[src/rtl/fft_pkg.sv]
// fft_pkg: shared widths, Q1.15 limits and the round/saturate helper for the DIF butterfly.
package fft_pkg;
   localparam int DW  = 16;
   localparam int LAT = 4;
   localparam int AW  = 2*DW+2;
   localparam logic signed [DW-1:0] Q15_MAX = {1'b0, {(DW-1){1'b1}}};
   localparam logic signed [DW-1:0] Q15_MIN = {1'b1, {(DW-1){1'b0}}};
   typedef struct packed {
      logic          ovf;
      logic [DW-1:0] val;
   } rs_t;
   // Round half-up by 2^(s-1), arithmetic shift by s, then clamp to DW bits.
   function automatic rs_t round_sat(input logic signed [AW-1:0] v, input logic [5:0] s);
      logic signed [AW:0] r, t;
      logic [AW-DW+1:0] top;
      rs_t o;
      r = (s == 6'd0) ? '0 : (AW+1)'(1) << (s - 6'd1);
      t = ($signed({v[AW-1], v}) + r) >>> s;
      top = t[AW:DW-1];
      o.ovf = !((&top) || !(|top));
      o.val = o.ovf ? (t[AW] ? Q15_MIN : Q15_MAX) : t[DW-1:0];
      return o;
   endfunction
endpackage

[src/rtl/cplx_mult_q15.sv]
// cplx_mult_q15: two-stage (X-Y)*W or (X-Y)*conj(W) multiply with full-width results.
module cplx_mult_q15 import fft_pkg::*; (
   input  logic                 clk,
   input  logic                 rst_n,
   input  logic                 valid_i,
   input  logic                 inv_i,
   input  logic signed [DW:0]   dr_i,
   input  logic signed [DW:0]   di_i,
   input  logic signed [DW-1:0] wr_i,
   input  logic signed [DW-1:0] wi_i,
   output logic                 valid_o,
   output logic signed [AW-1:0] re_o,
   output logic signed [AW-1:0] im_o
);
   logic signed [2*DW:0] prr_d, pii_d, pir_d, pri_d, prr_q, pii_q, pir_q, pri_q;
   logic signed [AW-1:0] re_d, im_d, re_q, im_q;
   logic v2_q, inv2_q, v3_q;
   always_comb begin
      prr_d = (2*DW+1)'(dr_i) * (2*DW+1)'(wr_i);
      pii_d = (2*DW+1)'(di_i) * (2*DW+1)'(wi_i);
      pir_d = (2*DW+1)'(di_i) * (2*DW+1)'(wr_i);
      pri_d = (2*DW+1)'(dr_i) * (2*DW+1)'(wi_i);
      re_d  = inv2_q ? AW'(prr_q) + AW'(pii_q) : AW'(prr_q) - AW'(pii_q);
      im_d  = inv2_q ? AW'(pir_q) - AW'(pri_q) : AW'(pir_q) + AW'(pri_q);
   end
   always_ff @(posedge clk or negedge rst_n) begin
      if (!rst_n) begin
         {prr_q, pii_q, pir_q, pri_q} <= '0;
         {re_q, im_q} <= '0;
         {v2_q, inv2_q, v3_q} <= '0;
      end else begin
         {prr_q, pii_q, pir_q, pri_q} <= {prr_d, pii_d, pir_d, pri_d};
         {re_q, im_q} <= {re_d, im_d};
         {v2_q, inv2_q, v3_q} <= {valid_i, inv_i, v2_q};
      end
   end
   assign valid_o = v3_q;
   assign re_o    = re_q;
   assign im_o    = im_q;
endmodule

[src/rtl/ifft_butterfly_dif.sv]
// ifft_butterfly_dif: pipelined radix-2 DIF butterfly, sum path out0 and twiddled difference out1.
module ifft_butterfly_dif import fft_pkg::*; #(
   parameter int DW  = fft_pkg::DW,
   parameter int LAT = fft_pkg::LAT
) (
   input  logic                 clk,
   input  logic                 rst_n,
   input  logic                 in_valid,
   input  logic signed [DW-1:0] x_real,
   input  logic signed [DW-1:0] x_imag,
   input  logic signed [DW-1:0] y_real,
   input  logic signed [DW-1:0] y_imag,
   input  logic signed [DW-1:0] w_real,
   input  logic signed [DW-1:0] w_imag,
   input  logic                 inv,
   input  logic                 scale,
   output logic signed [DW-1:0] out0_real,
   output logic signed [DW-1:0] out0_imag,
   output logic signed [DW-1:0] out1_real,
   output logic signed [DW-1:0] out1_imag,
   output logic                 out_valid,
   output logic                 ovf
);
   localparam int SD = LAT - 2;
   logic signed [DW:0] sr1_d, si1_d, dr1_d, di1_d, sr1_q, si1_q, dr1_q, di1_q;
   logic signed [DW-1:0] wr1_q, wi1_q;
   logic v1_q, inv1_q, sc1_q;
   logic signed [DW:0] srd_q [SD];
   logic signed [DW:0] sid_q [SD];
   logic scd_q [SD];
   logic mv;
   logic signed [AW-1:0] re, im;
   rs_t r0r, r0i, r1r, r1i;
   always_comb begin
      sr1_d = (DW+1)'(x_real) + (DW+1)'(y_real);
      si1_d = (DW+1)'(x_imag) + (DW+1)'(y_imag);
      dr1_d = (DW+1)'(x_real) - (DW+1)'(y_real);
      di1_d = (DW+1)'(x_imag) - (DW+1)'(y_imag);
   end
   always_ff @(posedge clk or negedge rst_n) begin
      if (!rst_n) begin
         {sr1_q, si1_q, dr1_q, di1_q, wr1_q, wi1_q} <= '0;
         {v1_q, inv1_q, sc1_q} <= '0;
      end else begin
         {sr1_q, si1_q, dr1_q, di1_q} <= {sr1_d, si1_d, dr1_d, di1_d};
         {wr1_q, wi1_q} <= {w_real, w_imag};
         {v1_q, inv1_q, sc1_q} <= {in_valid, inv, scale};
      end
   end
   cplx_mult_q15 u_mult (
      .clk     (clk),
      .rst_n   (rst_n),
      .valid_i (v1_q),
      .inv_i   (inv1_q),
      .dr_i    (dr1_q),
      .di_i    (di1_q),
      .wr_i    (wr1_q),
      .wi_i    (wi1_q),
      .valid_o (mv),
      .re_o    (re),
      .im_o    (im)
   );
   // Sum path and scale ride alongside the multiplier's two stages.
   always_ff @(posedge clk or negedge rst_n) begin
      if (!rst_n) begin
         for (int i = 0; i < SD; i++) begin
            srd_q[i] <= '0;
            sid_q[i] <= '0;
            scd_q[i] <= 1'b0;
         end
      end else begin
         srd_q[0] <= sr1_q;
         sid_q[0] <= si1_q;
         scd_q[0] <= sc1_q;
         for (int i = 1; i < SD; i++) begin
            srd_q[i] <= srd_q[i-1];
            sid_q[i] <= sid_q[i-1];
            scd_q[i] <= scd_q[i-1];
         end
      end
   end
   always_comb begin
      r0r = round_sat(AW'(srd_q[SD-1]), {5'd0, scd_q[SD-1]});
      r0i = round_sat(AW'(sid_q[SD-1]), {5'd0, scd_q[SD-1]});
      r1r = round_sat(re, 6'(DW-1) + {5'd0, scd_q[SD-1]});
      r1i = round_sat(im, 6'(DW-1) + {5'd0, scd_q[SD-1]});
   end
   always_ff @(posedge clk or negedge rst_n) begin
      if (!rst_n) begin
         {out0_real, out0_imag, out1_real, out1_imag} <= '0;
         {out_valid, ovf} <= '0;
      end else begin
         {out0_real, out0_imag} <= {r0r.val, r0i.val};
         {out1_real, out1_imag} <= {r1r.val, r1i.val};
         out_valid <= mv;
         ovf       <= mv & (r0r.ovf | r0i.ovf | r1r.ovf | r1i.ovf);
      end
   end
endmodule
[config.mk]
export PLATFORM = sky130hd
export DESIGN_NAME = ifft_butterfly_dif
export DESIGN_NICKNAME = d
export VERILOG_FILES = /design/src/rtl/fft_pkg.sv /design/src/rtl/cplx_mult_q15.sv /design/src/rtl/ifft_butterfly_dif.sv
export SDC_FILE = /design/constraint.sdc
export NUM_CORES = 2
export LEC_CHECK = 0
export CAP_MARGIN = 20
export CORE_UTILIZATION = 45
export DETAILED_ROUTE_END_ITERATION = 7
export GPL_TIMING_DRIVEN = 1
export PLACE_DENSITY = 0.7
export SLEW_MARGIN = 20
export SYNTH_ARGS = -nofsm -noshare
export SYNTH_HDL_FRONTEND = slang
export SYNTH_SLANG_ARGS = --single-unit
[constraint.sdc]
create_clock -name clk -period 6.88 [get_ports clk]
set_input_delay 1.376 -clock clk [delete_from_list [all_inputs] [get_ports clk]]
set_output_delay 1.376 -clock clk [all_outputs]
set_load 0.005 [all_outputs]
# ---- Word level (Yosys, flattened, before mapping)
# Index checks and enable logic that the tools add are counted.
dict set report totals {
  register_bits 442
  latchBits 0
  ram_bits 0
  mem_bits_ro 0
  output_inout_bits 66
  elab_cells 92
  mem_count 0
}
dict set report op_classes {
  add_sub_neg 15
  n_mul 4
  div 0
  n_lt_le_gt_ge 0
  eq_ne 0
  shift 6
  mux 12
  bitwise_logic 4
  n_reduce_logical 21
}
# op n
set ops {}
lappend ops {{multiplier 17 x 16 -> 33 bit} 4}
lappend ops {{2-to-1 mux 16 bit} 8}
lappend ops {{AND reduction 20 bit} 4}
lappend ops {{OR reduction 20 bit} 4}
lappend ops {{adder 17 x 35 -> 35 bit} 2}
lappend ops {{adder 34 x 35 -> 35 bit} 2}
lappend ops {{2-to-1 mux 35 bit} 2}
lappend ops {{left shift 1 x 6 -> 35 bit, first input constant} 2}
lappend ops {{>>> shifter 35 x 1 -> 35 bit} 2}
lappend ops {{adder 33 x 33 -> 34 bit} 2}
lappend ops {{2-to-1 mux 34 bit} 2}
lappend ops {{subtractor 33 x 33 -> 34 bit} 2}
lappend ops {{>>> shifter 35 x 5 -> 35 bit} 1}
lappend ops {{>>> shifter 35 x 6 -> 35 bit} 1}
lappend ops {{adder 16 x 16 -> 17 bit} 2}
lappend ops {{subtractor 16 x 16 -> 17 bit} 2}
lappend ops {{zero test 1 bit} 8}
lappend ops {{zero test 6 bit} 1}
lappend ops {{subtractor 5 x 1 -> 6 bit, second input constant} 1}
lappend ops {{adder 4 x 1 -> 5 bit, first input constant} 1}
lappend ops {{logical OR 1 bit} 4}
lappend ops {{bitwise OR 1 bit} 3}
lappend ops {{subtractor 1 x 1 -> 2 bit, second input constant} 1}
lappend ops {{AND 1 bit} 1}

# ---- Logic depth before layout (Yosys ltp)
dict set report logic_depth {
  word_depth 13
  depth_mapped 25
  ltp_nobuf 23
}

# ---- Cells and area by module
# A second synthesis with hierarchy kept.
dict set report unflattened {
  cells_unflattened 6619
  area_unflattened_um2 62935.4
}
# mod n_inst cells_each area_each_um2
set modules_own_cells {}
lappend modules_own_cells {cplx_mult_q15 1 5492 51028.9}
lappend modules_own_cells {ifft_butterfly_dif 1 1127 11906.4}

# ---- Worst setup path after synthesis
# Ideal clock, no wire load.
dict set report synth_path {
  path_kind {register to register}
  from {register wr1_q[1]}
  to {register u_mult.prr_q[32]}
  setup_ns 0.111
  t_arrival_ns 6.145
  required_ns 6.769
  path_slack_ns 0.623
  stages_incl_launch_ff 21
  n_path_buf 1
  synth_period_minus_slack_ns 6.257
  cell_sequence {dfrtp_1 > clkbuf_1 > nand2_1 > inv_1 > fa_1 > fa_1 > fa_1 > fa_1 > fa_1 > inv_1 > fa_1 > inv_1 > ha_1 > nand4_1 > nor3_1 > o21a_1 > a41oi_1 > a211oi_1 > o41ai_2 > mux2i_1 > a2111oi_2}
}
dict set report synth_via {
  elab_chain_len 1
}
# element line_no
set synth_rtl {}
lappend synth_rtl {{start: declaration} ifft_butterfly_dif.sv:26} ;# logic signed [DW-1:0] wr1_q, wi1_q;
lappend synth_rtl {{start signal: assignment} ifft_butterfly_dif.sv:46} ;# {wr1_q, wi1_q} <= {w_real, w_imag};
lappend synth_rtl {{multiplier 17 x 16 -> 33 bit} cplx_mult_q15.sv:19} ;# prr_d = (2*DW+1)'(dr_i) * (2*DW+1)'(wr_i);
lappend synth_rtl {{via u_mult.prr_d[32]} cplx_mult_q15.sv:15} ;# logic signed [2*DW:0] prr_d, pii_d, pir_d, pri_d, prr_q, pii_q, pir_q, pri_q;
lappend synth_rtl {{end signal: assignment} cplx_mult_q15.sv:32} ;# {prr_q, pii_q, pir_q, pri_q} <= {prr_d, pii_d, pir_d, pri_d};
lappend synth_rtl {{end: declaration} cplx_mult_q15.sv:15}
# The timed path passes the listed nets, and every way through them passes these cells.

# ---- Final worst setup path
dict set report layout_path {
  from {register di1_q[14]}
  to {register u_mult.pir_q[32]}
}
dict set report layout_via {
  elab_chain_len 1
}
# element line_no
set layout_rtl {}
lappend layout_rtl {{start: declaration} ifft_butterfly_dif.sv:25} ;# logic signed [DW:0] sr1_d, si1_d, dr1_d, di1_d, sr1_q, si1_q, dr1_q, di1_q;
lappend layout_rtl {{start signal: assignment} ifft_butterfly_dif.sv:45} ;# {sr1_q, si1_q, dr1_q, di1_q} <= {sr1_d, si1_d, dr1_d, di1_d};
lappend layout_rtl {{multiplier 17 x 16 -> 33 bit} cplx_mult_q15.sv:21} ;# pir_d = (2*DW+1)'(di_i) * (2*DW+1)'(wr_i);
lappend layout_rtl {{via u_mult.pir_d[32]} cplx_mult_q15.sv:15}
lappend layout_rtl {{end signal: assignment} cplx_mult_q15.sv:32}
lappend layout_rtl {{end: declaration} cplx_mult_q15.sv:15}
# The timed path passes the listed nets, and every way through them passes these cells.

==> flow_summary_export.csv <==
group,metric,value,unit
route,vias,44600,
job,max_cap_violations,0,
synthesis,mappedNetlistNets,8112,
clock_network,clock_tree.buffer_depth,3,
sta,finalMaxSlewViolations,0,
min_path,hold_path_class,"flip-flop to flip-flop",
placed_design,placedCellCount,8316,
setup_path,cp_max_fo,11,
route,postRouteAntennaNets,0,
synthesis,netlist.top_cell.by_area,"fa_1",
sta,finClkSkew,0.0568,ns
final_layout,final_cell_count_no_fill,8413,
route,detail_route.iter0.violations,3481,
floorplanning,fp.dieArea,137000,sq um
grt,track_usage,24.6,%
route,vias_per_cell,5.30,
clock_network,cts_clock_pin_slew_for_the_worst_setup_and_hold_paths,0.06,ns
placed_design,finalWeightedCongestion,0.966,
route,detail_route.drc_violations,0,
clock_network,tritoncts_clock_tree,"yes",
synthesis,synth_enable_flop_cells,0,
setup_path,timing.critical_path.slowest_stage_cell,"dfrtp_1",
final_layout,finish.utilization,50.7,%
grt,first_global_vias,47000,
synthesis,syn-mean-instance-area,9.52,sq um
synthesis,netlist-cell-type-count,98,
clock_network,cts.hold.buffers_added,0,
synthesis,synth.yosys.warnings,0,
setup_path,crit_top_cell,"fa_1",
floorplanning,initial_core_util,45.6,%
clock_network,tritoncts.num_buffers,52,
final_layout,post_route_cells_drive_above_1_share,5.66,%
placed_design,count_of_buffers_from_port_buffering,166,
setup_path,crit_path_arrival_time,7.20,ns
setup_path,worstSetupPathType,"flip-flop to flip-flop",
sta,tightest_slew,1.04,ns
final_layout,syn2layout_area_growth,11.1,%
synthesis,synth.top_cells.by_count,"inv_1, fa_1, nand2_1",
synthesis,post_synthesis_register_bit_count,412,
setup_path,required,7.41,ns
sta,setup_ws,0.211,ns
grt,antenna_found_initial,9,
clock_network,clkLatencyLatePin,0.67,ns
sta,timing.final.setup_violations,0,
outcome,run_status,"finished, final reports clean",
synthesis,post_synth_main_area_contributors,"fa_1, dfrtp_1, ha_1",
final_layout,nNetsFinal,8285,
synthesis,dominantRegCellSynth,"dfrtp_1",
synthesis,post_synthesis_instance_area,61200,sq um
floorplanning,die_w,371,um
synthesis,synth.yosys.seq_area_share,16.9,%
setup_path,worst-r2r-cell-count,20,
grt,wire_length_of_the_first_global_routing_pass,261,mm
sta,hold_violations_final,0,
setup_path,cp_slowest_stage_delay,0.83,ns
route,wire_per_inst,19.5,um
placed_design,dp.final_hpwl,135,mm
sta,setup_total_negative_slack,0,ns
route,routed_wirelength,164,mm
synthesis,most_common_cell_in_the_synthesized_netlist,"inv_1",
min_path,worst_hold_path.num_cells,0,
placed_design,dp_worst_setup_slack,-0.241,ns
setup_path,path_cells,"buf_4 -> and2_1 -> fa_1 -> fa_1 -> fa_1 -> fa_1 -> fa_1 -> inv_1 -> fa_1 -> inv_1 -> ha_1 -> a21o_1 -> o21bai_1 -> a221oi_1 -> nor3b_1 -> a21oi_1 -> a2111oi_0 -> o21bai_1 -> a21oi_1 -> xnor2_1",
floorplanning,design.portCount,167,
sta,fmax,0.150,GHz
grt,pin_count_of_the_biggest_net_entering_global_routing,170,
setup_path,crit_path_start_kind,"flip-flop",
grt,grt.overflow.total,0,
clock_network,tritoncts_num_sinks,412,
sta,rsz0062_at_grt,"false",
floorplanning,die_h,371,um
route,first_pass_iters,6,
sta,layout_worst_path_cycle_share,96.9,%
sta,period_minus_slack,6.67,ns
floorplanning,placeableCoreArea,134000,sq um
synthesis,syn-instance-count,6429,
clock_network,cts-htree-levels,2,
synthesis,synth_top_area_share,36.3,%
sta,slew_headroom,30.7,%
clock_network,clockRootBuffer,"clkbuf_16",
setup_path,worstSetupEndpointType,"flip-flop",
synthesis,ys_async_sr_fraction,100,%
floorplanning,std_cell_rows,134,
-- critical path: cells and delay by family, from the launching register on --
kind | cells | cell delay, ns
adder cells (fa/ha/maj) | 7 | 3.28
AO/OA/AOI/OAI | 7 | 1.52
XOR/XNOR | 1 | 0.08
buffers and inverters | 3 | 0.41
AND/OR/NAND/NOR | 2 | 0.40
flip-flops | 1 | 0.83
-- layout by cell type, fill, tap and decap left out, types with 29 or more instances in the layout --
cell / n
inv_1: 1322
fa_1: 1108
nand2_1: 621
and2_1: 547
ha_1: 472
dfrtp_1: 390
nor2_1: 269
a21oi_1: 238
xnor2_1: 225
buf_4: 179
clkdlybuf4s50_1: 165
o21ai_0: 135
xor2_1: 109
a21o_1: 76
nor3_1: 62
nand3_1: 52
clkbuf_16: 52
nand2b_1: 41
mux2i_1: 33
o21bai_1: 33
nor2b_1: 31
and3_1: 30
buf_12: 29
-- final timing paths --
kind,start,to,slack [ns]
hold reg to reg,srd_q[17]$_DFF_PN0_,srd_q[0]$_DFF_PN0_,0.34
hold / removal,srd_q[17]$_DFF_PN0_,srd_q[0]$_DFF_PN0_,0.34
setup reg to reg,di1_q[14]$_DFF_PN0_,u_mult.pir_q[32]$_DFF_PN0_,0.21
setup / recovery,di1_q[14]$_DFF_PN0_,u_mult.pir_q[32]$_DFF_PN0_,0.21
min in group asynchronous,rst_n,sr1_q[16]$_DFF_PN0_,0.77
max in group asynchronous,rst_n,u_mult.inv2_q$_DFF_PN0_,4.55
-- metal layers --
| metal | share of wire [%] | track usage [%] | vias up |
|---|---|---|---|
| met5 | 0.0043 | 0 | - |
| met4 | 4.8 | 10.5 | 2 |
| met3 | 7.3 | 3.79 | 331 |
| met2 | 47 | 39.5 | 1540 |
| met1 | 41 | 33.1 | 22700 |
| li1 | - | - | 20000 |
-- stage by stage --
| step | cell area, sq um | hold slack, ns |
|---|---|---|
| 6_report | 68000 | 0.343 |
| 4_1_cts | 67900 | 0.340 |
| 5_1_grt | 68000 | 0.342 |
| 3_3_place_gp | 66000 | 0.332 |
| 3_5_place_dp | 66000 | 0.335 |
| 2_1_floorplan | 61200 | 0.331 |
-- logic make-up after synthesis --
kind of cell / Yosys count / share of synthesized area [%]
xor+xnor: 335 / 4.81
compound gates: 708 / 7.38
buf+inv: 1580 / 9.76
flops: 412 / 16.9
mux: 37 / 0.624
simple gates: 1775 / 14.6
fa+ha+maj: 1582 / 46.0
-- area by class of cell --
class                   count  area (sq um)
diodes                      1          2.50
clock buffers              65          1420
clock inverters            31           494
fillers                 12200         66200
inverters                1323          4970
multi-input cells        4437         44900
flip-flops and latches    412         10300
well taps                1768          2210
repair buffers            376          3610
-- flip-flops by register name, summed over array words and instances (netlist names), 2 cells and up --
name and flops:
wi1_q 16, sid_q 34, srd_q 34, out1_real 16, u_mult.pir_q 33, u_mult.prr_q 33
out1_imag 16, wr1_q 16, u_mult.pri_q 33, di1_q 17, dr1_q 17, sr1_q 16
si1_q 16, u_mult.pii_q 33, u_mult.im_o 20, u_mult.re_o 20, out0_imag 16, out0_real 16
scd_q 2
-- what timing repair did --
action / in CTS / in global routing
resized for setup: 7 / 25
pin swaps: 0 / 2
gates cloned: 0 / 0
buffers inserted: 0 / 0
setup endpoints to repair: 3 / 17
Power is left out: the tool's default activity adds up to more than one toggle a clock period on the data nets, which glitch-free logic cannot reach.
